## config.mk

```make
export PLATFORM = sky130hd
export DESIGN_NAME = voice_allocator
export DESIGN_NICKNAME = d
export VERILOG_FILES = /design/src/rtl/voice_allocator_pkg.sv /design/src/rtl/voice_scan_unit.sv /design/src/rtl/voice_allocator.sv
export SDC_FILE = /design/constraint.sdc
export NUM_CORES = 1
export LEC_CHECK = 0
export CAP_MARGIN = 20
export CORE_ASPECT_RATIO = 1.1
export CORE_MARGIN = 4
export CORE_UTILIZATION = 50
export CTS_BUF_LIST = sky130_fd_sc_hd__clkbuf_4 sky130_fd_sc_hd__clkbuf_8
export CTS_CLUSTER_SIZE = 20
export DETAILED_ROUTE_END_ITERATION = 8
export PLACE_DENSITY_LB_ADDON = 0.1
export SYNTH_ARGS = -nofsm -noshare
export SYNTH_HDL_FRONTEND = slang
export SYNTH_SLANG_ARGS = --single-unit
```

## constraint.sdc

```tcl
create_clock -name main_clk -period 3.23 [get_ports main_clk]
set_input_delay 0.4845 -clock main_clk [delete_from_list [all_inputs] [get_ports main_clk]]
set_output_delay 0.4845 -clock main_clk [all_outputs]
set_load 0.05 [all_outputs]
```

## src/rtl/voice_allocator_pkg.sv

```systemverilog
// -----------------------------------------------------------------------------
// voice_allocator_pkg
// Shared types and helpers for the polyphonic voice allocator.
//   state_t   : allocator FSM states
//   age_max   : all-ones value of an age counter of a given width
//   idx_width : bits needed to index a voice bank (minimum 1)
// -----------------------------------------------------------------------------
package voice_allocator_pkg;

   typedef enum logic [1:0] {
      IDLE   = 2'd0,
      SCAN   = 2'd1,
      COMMIT = 2'd2,
      RETRIG = 2'd3
   } state_t;

   function automatic int age_max(input int bits);
      return (1 << bits) - 1;
   endfunction

   function automatic int idx_width(input int n);
      return (n <= 2) ? 1 : $clog2(n);
   endfunction

endpackage

```

## src/rtl/voice_scan_unit.sv

```systemverilog
// -----------------------------------------------------------------------------
// voice_scan_unit
// Walks the voice bank one index per cycle and keeps the running best
// candidates for the event being processed.
// Ports:
//   main_clk, rst_n     : clock, asynchronous active-low reset
//   i_start             : event accepted this cycle, clear index and results
//   i_en                : allocator is in SCAN
//   i_evt_note          : captured note of the event
//   i_active/i_note/i_age : state of the voice at o_idx
//   o_idx               : voice index being visited
//   o_done              : last index is being visited this cycle
//   o_match_*           : lowest-index active voice holding i_evt_note
//   o_free_*            : oldest inactive voice (lowest index on ties)
//   o_oldest_idx        : oldest active voice (lowest index on ties)
// -----------------------------------------------------------------------------
module voice_scan_unit #(
   parameter int NUM_VOICES = 4,
   parameter int NOTE_BITS  = 7,
   parameter int AGE_BITS   = 8,
   parameter int IDX_W      = 2
) (
   input  logic                 main_clk,
   input  logic                 rst_n,
   input  logic                 i_start,
   input  logic                 i_en,
   input  logic [NOTE_BITS-1:0] i_evt_note,
   input  logic                 i_active,
   input  logic [NOTE_BITS-1:0] i_note,
   input  logic [AGE_BITS-1:0]  i_age,
   output logic [IDX_W-1:0]     o_idx,
   output logic                 o_done,
   output logic                 o_match_vld,
   output logic [IDX_W-1:0]     o_match_idx,
   output logic                 o_free_vld,
   output logic [IDX_W-1:0]     o_free_idx,
   output logic [IDX_W-1:0]     o_oldest_idx
);

   localparam logic [IDX_W-1:0] LAST_IDX = IDX_W'(NUM_VOICES - 1);

   logic [IDX_W-1:0]    r_idx;
   logic                r_match_vld;
   logic [IDX_W-1:0]    r_match_idx;
   logic                r_free_vld;
   logic [IDX_W-1:0]    r_free_idx;
   logic [AGE_BITS-1:0] r_free_age;
   logic                r_old_vld;
   logic [IDX_W-1:0]    r_old_idx;
   logic [AGE_BITS-1:0] r_old_age;

   assign o_idx        = r_idx;
   assign o_done       = i_en && (r_idx == LAST_IDX);
   assign o_match_vld  = r_match_vld;
   assign o_match_idx  = r_match_idx;
   assign o_free_vld   = r_free_vld;
   assign o_free_idx   = r_free_idx;
   assign o_oldest_idx = r_old_idx;

   always_ff @(posedge main_clk or negedge rst_n) begin
      if (!rst_n) begin
         r_idx       <= '0;
         r_match_vld <= 1'b0;
         r_match_idx <= '0;
         r_free_vld  <= 1'b0;
         r_free_idx  <= '0;
         r_free_age  <= '0;
         r_old_vld   <= 1'b0;
         r_old_idx   <= '0;
         r_old_age   <= '0;
      end else if (i_start) begin
         r_idx       <= '0;
         r_match_vld <= 1'b0;
         r_free_vld  <= 1'b0;
         r_old_vld   <= 1'b0;
      end else if (i_en) begin
         // Hold the index on the last visit so it never wraps past the bank.
         if (!o_done) r_idx <= r_idx + 1'b1;
         // Strict '>' keeps the earlier (lower) index when ages tie.
         if (i_active) begin
            if (!r_match_vld && (i_note == i_evt_note)) begin
               r_match_vld <= 1'b1;
               r_match_idx <= r_idx;
            end
            if (!r_old_vld || (i_age > r_old_age)) begin
               r_old_vld <= 1'b1;
               r_old_idx <= r_idx;
               r_old_age <= i_age;
            end
         end else if (!r_free_vld || (i_age > r_free_age)) begin
            r_free_vld <= 1'b1;
            r_free_idx <= r_idx;
            r_free_age <= i_age;
         end
      end
   end

endmodule

```

## src/rtl/voice_allocator.sv

```systemverilog
// -----------------------------------------------------------------------------
// voice_allocator
// Polyphonic voice scheduler: accepts note-on/off events over valid/ready,
// assigns notes to voices, retriggers a voice already holding the note and,
// with VOICE_ALLOCATOR_STEAL_EN defined, reclaims the oldest voice when the
// bank is full (otherwise such a note-on is dropped).
// Ports:
//   main_clk, rst_n    : clock, asynchronous active-low reset
//   evt_valid/evt_ready: event handshake
//   evt_on, evt_note, evt_freq : event fields (captured on acceptance)
//   voice_gate         : per-voice gate
//   voice_freq         : voice i at [i*FREQ_BITS +: FREQ_BITS]
//   steal_pulse        : one cycle when an active voice is reclaimed
//   drop_pulse         : one cycle when a note-on is discarded
// -----------------------------------------------------------------------------
module voice_allocator
   import voice_allocator_pkg::*;
#(
   parameter int NUM_VOICES    = 4,
   parameter int FREQ_BITS     = 16,
   parameter int NOTE_BITS     = 7,
   parameter int AGE_BITS      = 8,
   parameter int RETRIG_CYCLES = 4
) (
   input  logic                            main_clk,
   input  logic                            rst_n,
   input  logic                            evt_valid,
   output logic                            evt_ready,
   input  logic                            evt_on,
   input  logic [NOTE_BITS-1:0]            evt_note,
   input  logic [FREQ_BITS-1:0]            evt_freq,
   output logic [NUM_VOICES-1:0]           voice_gate,
   output logic [NUM_VOICES*FREQ_BITS-1:0] voice_freq,
   output logic                            steal_pulse,
   output logic                            drop_pulse
);

   localparam int IW = idx_width(NUM_VOICES);
   localparam int RW = (RETRIG_CYCLES < 2) ? 1 : $clog2(RETRIG_CYCLES);
   localparam logic [AGE_BITS-1:0] AGE_SAT = AGE_BITS'(age_max(AGE_BITS));
   localparam logic [RW-1:0]       RT_LAST = RW'(RETRIG_CYCLES - 1);
`ifdef VOICE_ALLOCATOR_STEAL_EN
   localparam logic STEAL_EN = 1'b1;
`else
   localparam logic STEAL_EN = 1'b0;
`endif

   state_t r_state, w_next;

   logic                 r_evt_on;
   logic [NOTE_BITS-1:0] r_evt_note;
   logic [FREQ_BITS-1:0] r_evt_freq;
   logic [NOTE_BITS-1:0] r_note [NUM_VOICES];
   logic [AGE_BITS-1:0]  r_age  [NUM_VOICES];
   logic [FREQ_BITS-1:0] r_freq [NUM_VOICES];
   logic [NUM_VOICES-1:0] r_active;
   logic [NUM_VOICES-1:0] r_gate;
   logic [IW-1:0]        r_tgt;
   logic [RW-1:0]        r_rcnt;
   logic                 r_drop;

   logic                 w_ready;
   logic                 w_accept;
   logic [IW-1:0]        w_idx;
   logic                 w_done;
   logic                 w_match_vld;
   logic [IW-1:0]        w_match_idx;
   logic                 w_free_vld;
   logic [IW-1:0]        w_free_idx;
   logic [IW-1:0]        w_oldest_idx;
   logic                 w_dropping;

   assign w_accept   = evt_valid && w_ready;
   // A full-bank note-on without stealing leaves every voice, ages included, untouched.
   assign w_dropping = r_evt_on && !w_match_vld && !w_free_vld && !STEAL_EN;

   voice_scan_unit #(
      .NUM_VOICES (NUM_VOICES),
      .NOTE_BITS  (NOTE_BITS),
      .AGE_BITS   (AGE_BITS),
      .IDX_W      (IW)
   ) u_scan (
      .main_clk     (main_clk),
      .rst_n        (rst_n),
      .i_start      (w_accept),
      .i_en         (r_state == SCAN),
      .i_evt_note   (r_evt_note),
      .i_active     (r_active[w_idx]),
      .i_note       (r_note[w_idx]),
      .i_age        (r_age[w_idx]),
      .o_idx        (w_idx),
      .o_done       (w_done),
      .o_match_vld  (w_match_vld),
      .o_match_idx  (w_match_idx),
      .o_free_vld   (w_free_vld),
      .o_free_idx   (w_free_idx),
      .o_oldest_idx (w_oldest_idx)
   );

   always_ff @(posedge main_clk or negedge rst_n) begin
      if (!rst_n) r_state <= IDLE;
      else        r_state <= w_next;
   end

   always_comb begin
      w_next = r_state;
      case (r_state)
         IDLE:    if (w_accept) w_next = SCAN;
         SCAN:    if (w_done) w_next = COMMIT;
         COMMIT:  if (r_evt_on && (w_match_vld || (!w_free_vld && STEAL_EN))) w_next = RETRIG;
                  else w_next = IDLE;
         RETRIG:  if (r_rcnt == RT_LAST) w_next = IDLE;
         default: w_next = IDLE;
      endcase
   end

   always_comb begin
      w_ready = (r_state == IDLE);
   end

`ifdef VOICE_ALLOCATOR_STEAL_EN
   logic r_steal;
   assign steal_pulse = r_steal;
`else
   assign steal_pulse = 1'b0;
`endif

   always_ff @(posedge main_clk or negedge rst_n) begin
      if (!rst_n) begin
         r_evt_on   <= 1'b0;
         r_evt_note <= '0;
         r_evt_freq <= '0;
         r_active   <= '0;
         r_gate     <= '0;
         r_tgt      <= '0;
         r_rcnt     <= '0;
         r_drop     <= 1'b0;
`ifdef VOICE_ALLOCATOR_STEAL_EN
         r_steal    <= 1'b0;
`endif
         for (int i = 0; i < NUM_VOICES; i++) begin
            r_note[i] <= '0;
            r_age[i]  <= AGE_SAT;
            r_freq[i] <= '0;
         end
      end else begin
         r_drop <= 1'b0;
`ifdef VOICE_ALLOCATOR_STEAL_EN
         r_steal <= 1'b0;
`endif
         case (r_state)
            IDLE: begin
               if (w_accept) begin
                  r_evt_on   <= evt_on;
                  r_evt_note <= evt_note;
                  r_evt_freq <= evt_freq;
               end
            end
            COMMIT: begin
               // Age everyone first; the target's zeroing below overrides its increment.
               if (!w_dropping) begin
                  for (int i = 0; i < NUM_VOICES; i++)
                     if (r_age[i] != AGE_SAT) r_age[i] <= r_age[i] + 1'b1;
               end
               r_rcnt <= '0;
               if (!r_evt_on) begin
                  if (w_match_vld) begin
                     r_gate[w_match_idx]   <= 1'b0;
                     r_active[w_match_idx] <= 1'b0;
                     r_age[w_match_idx]    <= '0;
                  end
               end else if (w_match_vld) begin
                  r_freq[w_match_idx] <= r_evt_freq;
                  r_gate[w_match_idx] <= 1'b0;
                  r_age[w_match_idx]  <= '0;
                  r_tgt               <= w_match_idx;
               end else if (w_free_vld) begin
                  r_note[w_free_idx]   <= r_evt_note;
                  r_freq[w_free_idx]   <= r_evt_freq;
                  r_gate[w_free_idx]   <= 1'b1;
                  r_active[w_free_idx] <= 1'b1;
                  r_age[w_free_idx]    <= '0;
               end else begin
`ifdef VOICE_ALLOCATOR_STEAL_EN
                  r_note[w_oldest_idx] <= r_evt_note;
                  r_freq[w_oldest_idx] <= r_evt_freq;
                  r_gate[w_oldest_idx] <= 1'b0;
                  r_age[w_oldest_idx]  <= '0;
                  r_tgt                <= w_oldest_idx;
                  r_steal              <= 1'b1;
`else
                  r_drop <= 1'b1;
`endif
               end
            end
            RETRIG: begin
               if (r_rcnt == RT_LAST) r_gate[r_tgt] <= 1'b1;
               else                   r_rcnt <= r_rcnt + 1'b1;
            end
            default: ;
         endcase
      end
   end

   assign evt_ready  = w_ready;
   assign voice_gate = r_gate;
   assign drop_pulse = r_drop;

   genvar g;
   generate
      for (g = 0; g < NUM_VOICES; g++) begin : g_freq
         assign voice_freq[g*FREQ_BITS +: FREQ_BITS] = r_freq[g];
      end
   endgenerate

endmodule

```

==> impl_summary.log, run 1 <==
[metrics] Die Footprint: 19000 um^2
[metrics] delay of the slowest critical-path stage: just over 0.6 ns
[metrics] cells after synthesis: slightly below 700
[metrics] global-route wire length before repair: roughly 32000 um
[metrics] register-to-register path setup slack: ~0.28 ns
[metrics] fraction of layout cells with a size suffix above 1: between 20 and 30%
[metrics] max-slew violation count: 0
[metrics] Max-Slew Margin vs Limit: between 40% and 50%
[metrics] drt initial violations: 361
[metrics] Horiz. Die Dim: between 100 and 150 um
[metrics] Detail Placement HPWL: around 14000 um
[metrics] CP startpoint kind: register
[metrics] result of the run: completed
[metrics] Routed Antenna Nets: 0
[metrics] most area-consuming cells after synthesis: sky130_fd_sc_hd__dfrtp_1 44%, sky130_fd_sc_hd__mux2_2 17%, sky130_fd_sc_hd__dfstp_2 10%
[metrics] total of flip-flops plus latches after synthesis: roughly 180
[metrics] total length of routed wires: 19270 um
[metrics] cell family with most CP delay: multiplexers
[metrics] via total after detailed routing: approximately 5800
[metrics] floorplan row count: 49
[metrics] Floorplan Core Area: 16430 um^2
[metrics] worst slew pin tran: approximately 0.8 ns
[metrics] number of nets in the synthesized netlist: a little over 700
[metrics] endpoint kind of the worst setup timing path: register
[metrics] Via density: ~5.8
[metrics] proportion of netlist area held by the largest area contributor: 43.65%
[metrics] routed len/inst: 19.22 um
[metrics] number of buffers inserted by port buffering: 96
[metrics] CTS sink cnt: 179
[metrics] dominant register cell in the synthesized netlist: sky130_fd_sc_hd__dfrtp_1
[metrics] final worst path period need: 2.948 ns
[metrics] Die Ht: 144.2 um
[metrics] class of the most critical setup path: register to register
[metrics] period utilisation layout: 91.27%
[metrics] number of filler instances in the final layout: ~1300
[metrics] pin count of the biggest net entering global routing: 88
[metrics] final core utilization: between 60% and 70%
[metrics] setup-violating endpoint count in the final report: 0
[metrics] Max FO, Critical Path: 8
[metrics] static leakage: roughly 4.3 nW
[metrics] # placed instances: just under 1000
[metrics] f_max: approximately 340 MHz
[metrics] antenna violations before repair: 0
[metrics] power per cell area: ~970 nW/um^2
[metrics] number of top-level pins: roughly 100
[metrics] drc violations: 0
[metrics] cell type contributing the most total cell area after synthesis: sky130_fd_sc_hd__dfrtp_1
[metrics] share of synthesized area occupied by flip-flops and latches: a little over half
[metrics] synth-to-layout area growth: 19.14%
[metrics] grt total ovfl: 0
[metrics] Post-synth EDFFs: 0
[metrics] Cell Count, Final, Fillers Out: 1003
[metrics] start of the worst register-to-register path: u_scan.o_idx[0]$_DFFE_PN0P_
[metrics] max-capacitance violation count: 0
[metrics] peak supply drop: 0.0006623 V
[metrics] combined area of all synthesized cells: approximately 8400 um^2
[metrics] Bufs and invs on worst path: 1
[metrics] Crit-path slowest cell: sky130_fd_sc_hd__mux4_1
[metrics] worst path arrival time: around 3.3 ns
[metrics] number of H-tree levels: 4
[metrics] register area: between 4000 and 5000 um^2
[metrics] critical-path cell list: mux4_1, ha_1, o21a_1, o21a_1, o22a_1, o41ai_2, a2111oi_4, buf_4, mux2_2
[metrics] CTS tree: done
[metrics] cell count of the worst reg-to-reg path: 9
[metrics] required arrival time at the worst endpoint: roughly 3.6 ns
[metrics] WP depth: 9
[metrics] final antenna diode count: 0
[metrics] TritonCTS buffer count: 17
[metrics] classification of the worst-slack hold path: primary input to async pin
[metrics] Sum Neg Setup Slack: 0 ns
[metrics] final number of hold-violating endpoints: 0
[metrics] final weighted congestion in routability-driven placement: about 0.9
[metrics] Yosys warnings: 0
[metrics] net total in the final layout: roughly 830
[metrics] length of the first detailed-routing pass in iterations: 5
[metrics] number of global-route vias before repair: 6163
[metrics] clock buffer depth: 2
[metrics] CTS root buffer: sky130_fd_sc_hd__clkbuf_8
[metrics] starting utilization of the core area: between 50 and 60%
[metrics] Skew-Pair Late Insertion Delay: between 0.4 and 0.5 ns
[metrics] per-instance average area after synthesis: ~12 um^2
[metrics] reg-to-reg critical path endpoint: u_scan.r_free_age[4]$_DFFE_PN0P_
[metrics] number of distinct library cells after synthesis: 54
[metrics] clock skew: about 0.011 ns
[metrics] asr flop ratio synth: 100.0%
[metrics] overall routing resource usage: between 20% and 30%
[metrics] area occupied by multi-input gates: ~3700 um^2
[metrics] Clock Pin Slew Worst Setup and Hold Paths: ~0.1 ns
[metrics] crit-path most repeated cell: sky130_fd_sc_hd__o21a_1
[metrics] RSZ-0062 raised after global routing: no
==> worst max path at each step <==
stage                                           start                               end  slack (ns)
final                     u_scan.o_idx[0]$_DFFE_PN0P_  u_scan.r_free_age[4]$_DFFE_PN0P_        0.28
after floorplan           u_scan.o_idx[0]$_DFFE_PN0P_  u_scan.o_free_idx[0]$_DFFE_PN0P_        0.04
after detailed placement  u_scan.o_idx[0]$_DFFE_PN0P_  u_scan.r_free_age[3]$_DFFE_PN0P_        0.13
after global routing      u_scan.o_idx[0]$_DFFE_PN0P_  u_scan.r_free_age[0]$_DFFE_PN0P_        0.11
after CTS                 u_scan.o_idx[0]$_DFFE_PN0P_  u_scan.r_free_age[2]$_DFFE_PN0P_        0.13
after global placement    u_scan.o_idx[0]$_DFFE_PN0P_  u_scan.r_free_age[7]$_DFFE_PN0P_        0.17
==> per-layer routing <==
metal  wire, um  share of wire, %  GRT usage [%]
met1       8302                43          26.69
met2       9180                48          35.03
met3       1598               8.3          8.281
met4        194               1.0          5.749
met5          0                 0              0
==> synth_stat cells, drive strengths merged, types with 6 or more instances <==
master,n
dfrtp,147
mux2,131
a21oi,38
nand2,38
nor2,36
dfstp,32
o21ai,28
clkbuf,19
inv,19
nand3,19
nor3,17
ha,16
buf,15
mux4,13
mux2i,11
nand4,11
xor2,10
o22ai,9
a31oi,8
nor2b,8
nand2b,6
==> what timing repair did <==
item	4_1_cts	5_1_grt
buffers inserted	0	0
resized for setup	0	2
hold buffers	0	0
endpoints found under the setup margin	0	2
==> flip-flops by register name (all words and copies together) (netlist names) <==
register            flops
r_active                4
r_state                 2
voice_freq             64
r_rcnt                  2
r_evt_freq             16
voice_gate              4
r_note                 28
drop_pulse              1
u_scan.o_free_vld       1
r_tgt                   2
u_scan.r_free_age       8
u_scan.o_match_idx      2
r_evt_on                1
u_scan.o_idx            2
u_scan.o_free_idx       2
r_age                  32
r_evt_note              7
u_scan.o_match_vld      1
==> logic make-up (layout without fill, tap and decap cells) <==
family                     Yosys count  in the layout  share of synthesized area [%]
AOI/OAI and AO/OA                  113            113                          8.315
and+or+nand+nor                    152            152                          8.716
buffers and inverters               53            168                          2.806
DFF                                179            179                          53.63
xor gates and xnor gates            15             15                          1.559
adders and majority gates           16             16                          2.376
other                                1              1                        0.04450
muxes                              155            155                          22.55
==> power by group <==
| group | switching (W) | internal [W] | total (W) | leakage (nW) |
|---|---|---|---|---|
| sequential | 0.000764 | 0.00309 | 0.00386 | 2.26 |
| clock | 0.000867 | 0.000588 | 0.00145 | 0.186 |
| combinational | 0.00257 | 0.00189 | 0.00446 | 1.89 |
| total | 0.00420 | 0.00558 | 0.00977 | 4.34 |
==> metrics by stage <==
stage          setup WS, ns  hold WS [ns]  instance area (um^2)  power [W]
2_1_floorplan       0.03748        0.1889                  8428   0.006863
3_3_place_gp         0.1651        0.4711                  9654   0.008222
3_5_place_dp         0.1338        0.4883                  9654   0.008345
4_1_cts              0.1256       0.07310                 10030   0.009832
5_1_grt              0.1109       0.08955                 10040    0.01036
6_report             0.2819       0.06323                 10040   0.009774
==> worst register-to-register path: cells and delay by family (launching register included) <==
kind	cells	cell delay, ns
flip-flops	1	0.47
AO/OA/AOI/OAI	5	0.81
buffers and inverters	1	0.24
multiplexers	2	0.96
adder cells (fa/ha/maj)	1	0.35
==> cell type report <==
class,instances,area share [%]
clock buffers,19,2.542
clock inverters,13,1.209
inverters,19,0.7104
multi-input cells,452,36.69
flip-flops and latches,179,45.03
well taps,204,2.542
repair buffers,117,11.28
==> cells in the final DEF, fill, tap and decap left out, drive strengths merged, types with 8 or more instances in the layout <==
| cell | instances |
|---|---|
| clkbuf | 19 |
| nand4 | 11 |
| nand3 | 19 |
| mux2i | 11 |
| ha | 16 |
| dfstp | 32 |
| a31oi | 8 |
| a21oi | 38 |
| dfrtp | 147 |
| nor2b | 8 |
| inv | 24 |
| xor2 | 10 |
| mux2 | 131 |
| o22ai | 9 |
| nor3 | 17 |
| o21ai | 28 |
| mux4 | 13 |
| clkdlybuf4s50 | 95 |
| nor2 | 36 |
| nand2 | 38 |
| buf | 22 |
Power figures use the tool's default switching activity.
==> run 2, diff against run 1 <==
Settings changed: SLEW_MARGIN set to 20.
Clock period 3.23 ns to 3.2 ns, I/O delays scaled along.
==> impl_summary.log, run 2 (synthesized netlist as in run 1, its figures left out) <==
[metrics] Floorplan Core Area: ~16000 um^2
[metrics] cell-internal power: approximately 0.0057 W
[metrics] Crit-path slowest cell: sky130_fd_sc_hd__mux4_2
[metrics] share of total power in the clock network: between 10% and 20%
[metrics] pin count of the biggest net entering global routing: 76
[metrics] peak supply drop: 0.0006482 V
[metrics] max-capacitance violation count: 0
[metrics] TritonCTS buffer count: 17
[metrics] clock buffer depth: 2
[metrics] highest-utilization routing layer at the global route stage: met2
[metrics] number of buffers inserted by port buffering: 96
[metrics] Routed Antenna Nets: 0
[metrics] length of the first detailed-routing pass in iterations: 6
[metrics] crit-path most repeated cell: sky130_fd_sc_hd__buf_4
[metrics] number of top-level pins: just under 100
[metrics] global-route wire length before repair: 32370 um
[metrics] drt initial violations: approximately 380
[metrics] min setup slack post-route: approximately 0.23 ns
[metrics] worst setup timing slack at the placement stage: approximately 0.12 ns
[metrics] CP startpoint kind: register
[metrics] RSZ-0062 raised after global routing: no
[metrics] final weighted congestion in routability-driven placement: 0.9001
[metrics] worst slew pin tran: 0.7282 ns
[metrics] classification of the worst-slack hold path: primary input to async pin
[metrics] f_max: roughly 340 MHz
[metrics] total length of routed wires: around 19000 um
[metrics] reg-to-reg critical path endpoint: u_scan.r_free_age[1]$_DFFE_PN0P_
[metrics] post-CTS setup buffers: 0
[metrics] Via density: 5.757
[metrics] result of the run: completed
[metrics] period utilisation layout: around 93%
[metrics] global-route track usage on met2: roughly 33%
[metrics] Max FO, Critical Path: 8
[metrics] final worst path period need: slightly below 3 ns
[metrics] CTS tree: done
[metrics] Horiz. Die Dim: around 130 um
[metrics] Die Footprint: between 15000 and 20000 um^2
[metrics] max-slew violation count: 0
[metrics] critical-path cell list: buf_4, mux4_2, ha_1, o211ai_1, a21boi_0, o41ai_2, a2111oi_4, buf_4, mux2_2
[metrics] power per cell area: about 990 nW/um^2
[metrics] Sum Neg Setup Slack: 0 ns
[metrics] max FFs per register: 64
[metrics] setup-violating endpoint count in the final report: 0
[metrics] Detail Placement HPWL: ~13000 um
[metrics] clock skew: about 0.015 ns
[metrics] routing usage on met3: around 7.3%
[metrics] overall routing resource usage: 21.40%
[metrics] drc violations: 0
[metrics] register-to-register path setup slack: between 0.2 and 0.25 ns
[metrics] routed len/inst: about 19 um
[metrics] via total after detailed routing: slightly below 6000
[metrics] worst path arrival time: between 3 and 4 ns
[metrics] number of H-tree levels: 4
[metrics] delay of the slowest critical-path stage: 0.52 ns
[metrics] Bufs and invs on worst path: 2
[metrics] final number of hold-violating endpoints: 0
[metrics] number of gates resized after CTS: 0
[metrics] CTS sink cnt: 179
[metrics] met1 Use GR: between 20% and 30%
[metrics] final antenna diode count: 0
[metrics] switching share of power: between 40% and 50%
[metrics] starting utilization of the core area: roughly 50%
[metrics] Skew-Pair Late Insertion Delay: approximately 0.46 ns
[metrics] cell family with most CP delay: multiplexers
[metrics] fraction of layout cells with a size suffix above 1: between 20% and 30%
[metrics] antenna violations before repair: 0
[metrics] net total in the final layout: 829
[metrics] required arrival time at the worst endpoint: between 3 and 4 ns
[metrics] leading cell type in the layout, fill and taps excluded: sky130_fd_sc_hd__dfrtp_1
[metrics] commonest cells after routing, fill and taps aside: 146 x sky130_fd_sc_hd__dfrtp_1, 129 x sky130_fd_sc_hd__mux2_2, 95 x sky130_fd_sc_hd__clkdlybuf4s50_1
[metrics] number of global-route vias before repair: roughly 6100
[metrics] grt total ovfl: 0
[metrics] start of the worst register-to-register path: u_scan.o_idx[0]$_DFFE_PN0P_
[metrics] static leakage: about 4.3 nW
[metrics] Sequential Power Share: just under 40%
[metrics] synth-to-layout area growth: 19.27%
[metrics] Hold Slack: between 0.015 and 0.02 ns
[metrics] floorplan row count: slightly below 50
[metrics] Max-Slew Margin vs Limit: 51.45%
[metrics] CTS root buffer: sky130_fd_sc_hd__clkbuf_8
[metrics] Clock Pin Slew Worst Setup and Hold Paths: around 0.10 ns
[metrics] power dissipated by switching net loads: between 0.004 and 0.005 W
[metrics] cell count of the worst reg-to-reg path: 9
[metrics] class of the most critical setup path: register to register
[metrics] endpoint kind of the worst setup timing path: register
[metrics] share of power burned in combinational logic: between 40% and 50%
[metrics] Die Ht: around 140 um
[metrics] hold-fix buffers at CTS: 0
-- run 2: cell count changes in the layout (fill, tap and decap cells not counted) --
cell                        previous run  this run
sky130_fd_sc_hd__clkinv_4              5         3
sky130_fd_sc_hd__clkinv_8              1         0
sky130_fd_sc_hd__inv_6                 4         6
sky130_fd_sc_hd__bufinv_16             0         1
sky130_fd_sc_hd__clkinv_2              0         1
sky130_fd_sc_hd__clkbuf_4              1         0
-- run 2: layout make-up --
| cell class | instances | area, um^2 |
|---|---|---|
| clock buffer | 18 | 247.7 |
| multi-input combinational | 452 | 3684 |
| fill | 1340 | 6380 |
| tap | 204 | 255.2 |
| clock inverter | 14 | 140.1 |
| timing repair buffer | 117 | 1132 |
| inverter | 19 | 71.32 |
| sequential | 179 | 4521 |
-- run 2: power by group through the flow --
| stage | combinational, W | clock (W) | sequential (W) |
|---|---|---|---|
| 2_1_floorplan | 0.00216 | 0 | 0.00477 |
| 3_3_place_gp | 0.00443 | 0 | 0.00387 |
| 3_5_place_dp | 0.00449 | 0 | 0.00392 |
| 4_1_cts | 0.00451 | 0.00157 | 0.00389 |
| 5_1_grt | 0.00484 | 0.00167 | 0.00403 |
| 6_report | 0.00450 | 0.00153 | 0.00389 |
-- run 2: how the worst max path moves through the flow --
stage | start | end | slack, ns | cells past startpoint
3_3_place_gp | u_scan.o_idx[0]$_DFFE_PN0P_ | u_scan.r_free_age[7]$_DFFE_PN0P_ | 0.14 | 9
2_1_floorplan | u_scan.o_idx[0]$_DFFE_PN0P_ | u_scan.o_free_idx[0]$_DFFE_PN0P_ | 0.007 | 11
6_report | u_scan.o_idx[0]$_DFFE_PN0P_ | u_scan.r_free_age[1]$_DFFE_PN0P_ | 0.23 | 9
3_5_place_dp | u_scan.o_idx[0]$_DFFE_PN0P_ | u_scan.r_free_age[5]$_DFFE_PN0P_ | 0.12 | 9
5_1_grt | u_scan.o_idx[0]$_DFFE_PN0P_ | u_scan.r_free_age[1]$_DFFE_PN0P_ | 0.03 | 9
4_1_cts | u_scan.o_idx[0]$_DFFE_PN0P_ | u_scan.r_free_age[1]$_DFFE_PN0P_ | 0.11 | 9
-- run 2: routing by layer --
layer,vias up,wire [um]
li1,2686,-
met1,2867,8614
met2,186,8722
met3,35,1445
met4,0,421
met5,-,0
-- run 2: metrics by stage --
step           power [W]  utilization, %  area [um^2]  cells
6_report        0.009921           61.17        10050   1003
3_5_place_dp    0.008406           58.76         9654    971
2_1_floorplan   0.006927               -         8428    684
5_1_grt          0.01054           61.17        10050   1003
3_3_place_gp    0.008297           58.76         9654    971
4_1_cts         0.009972           61.12        10040   1003
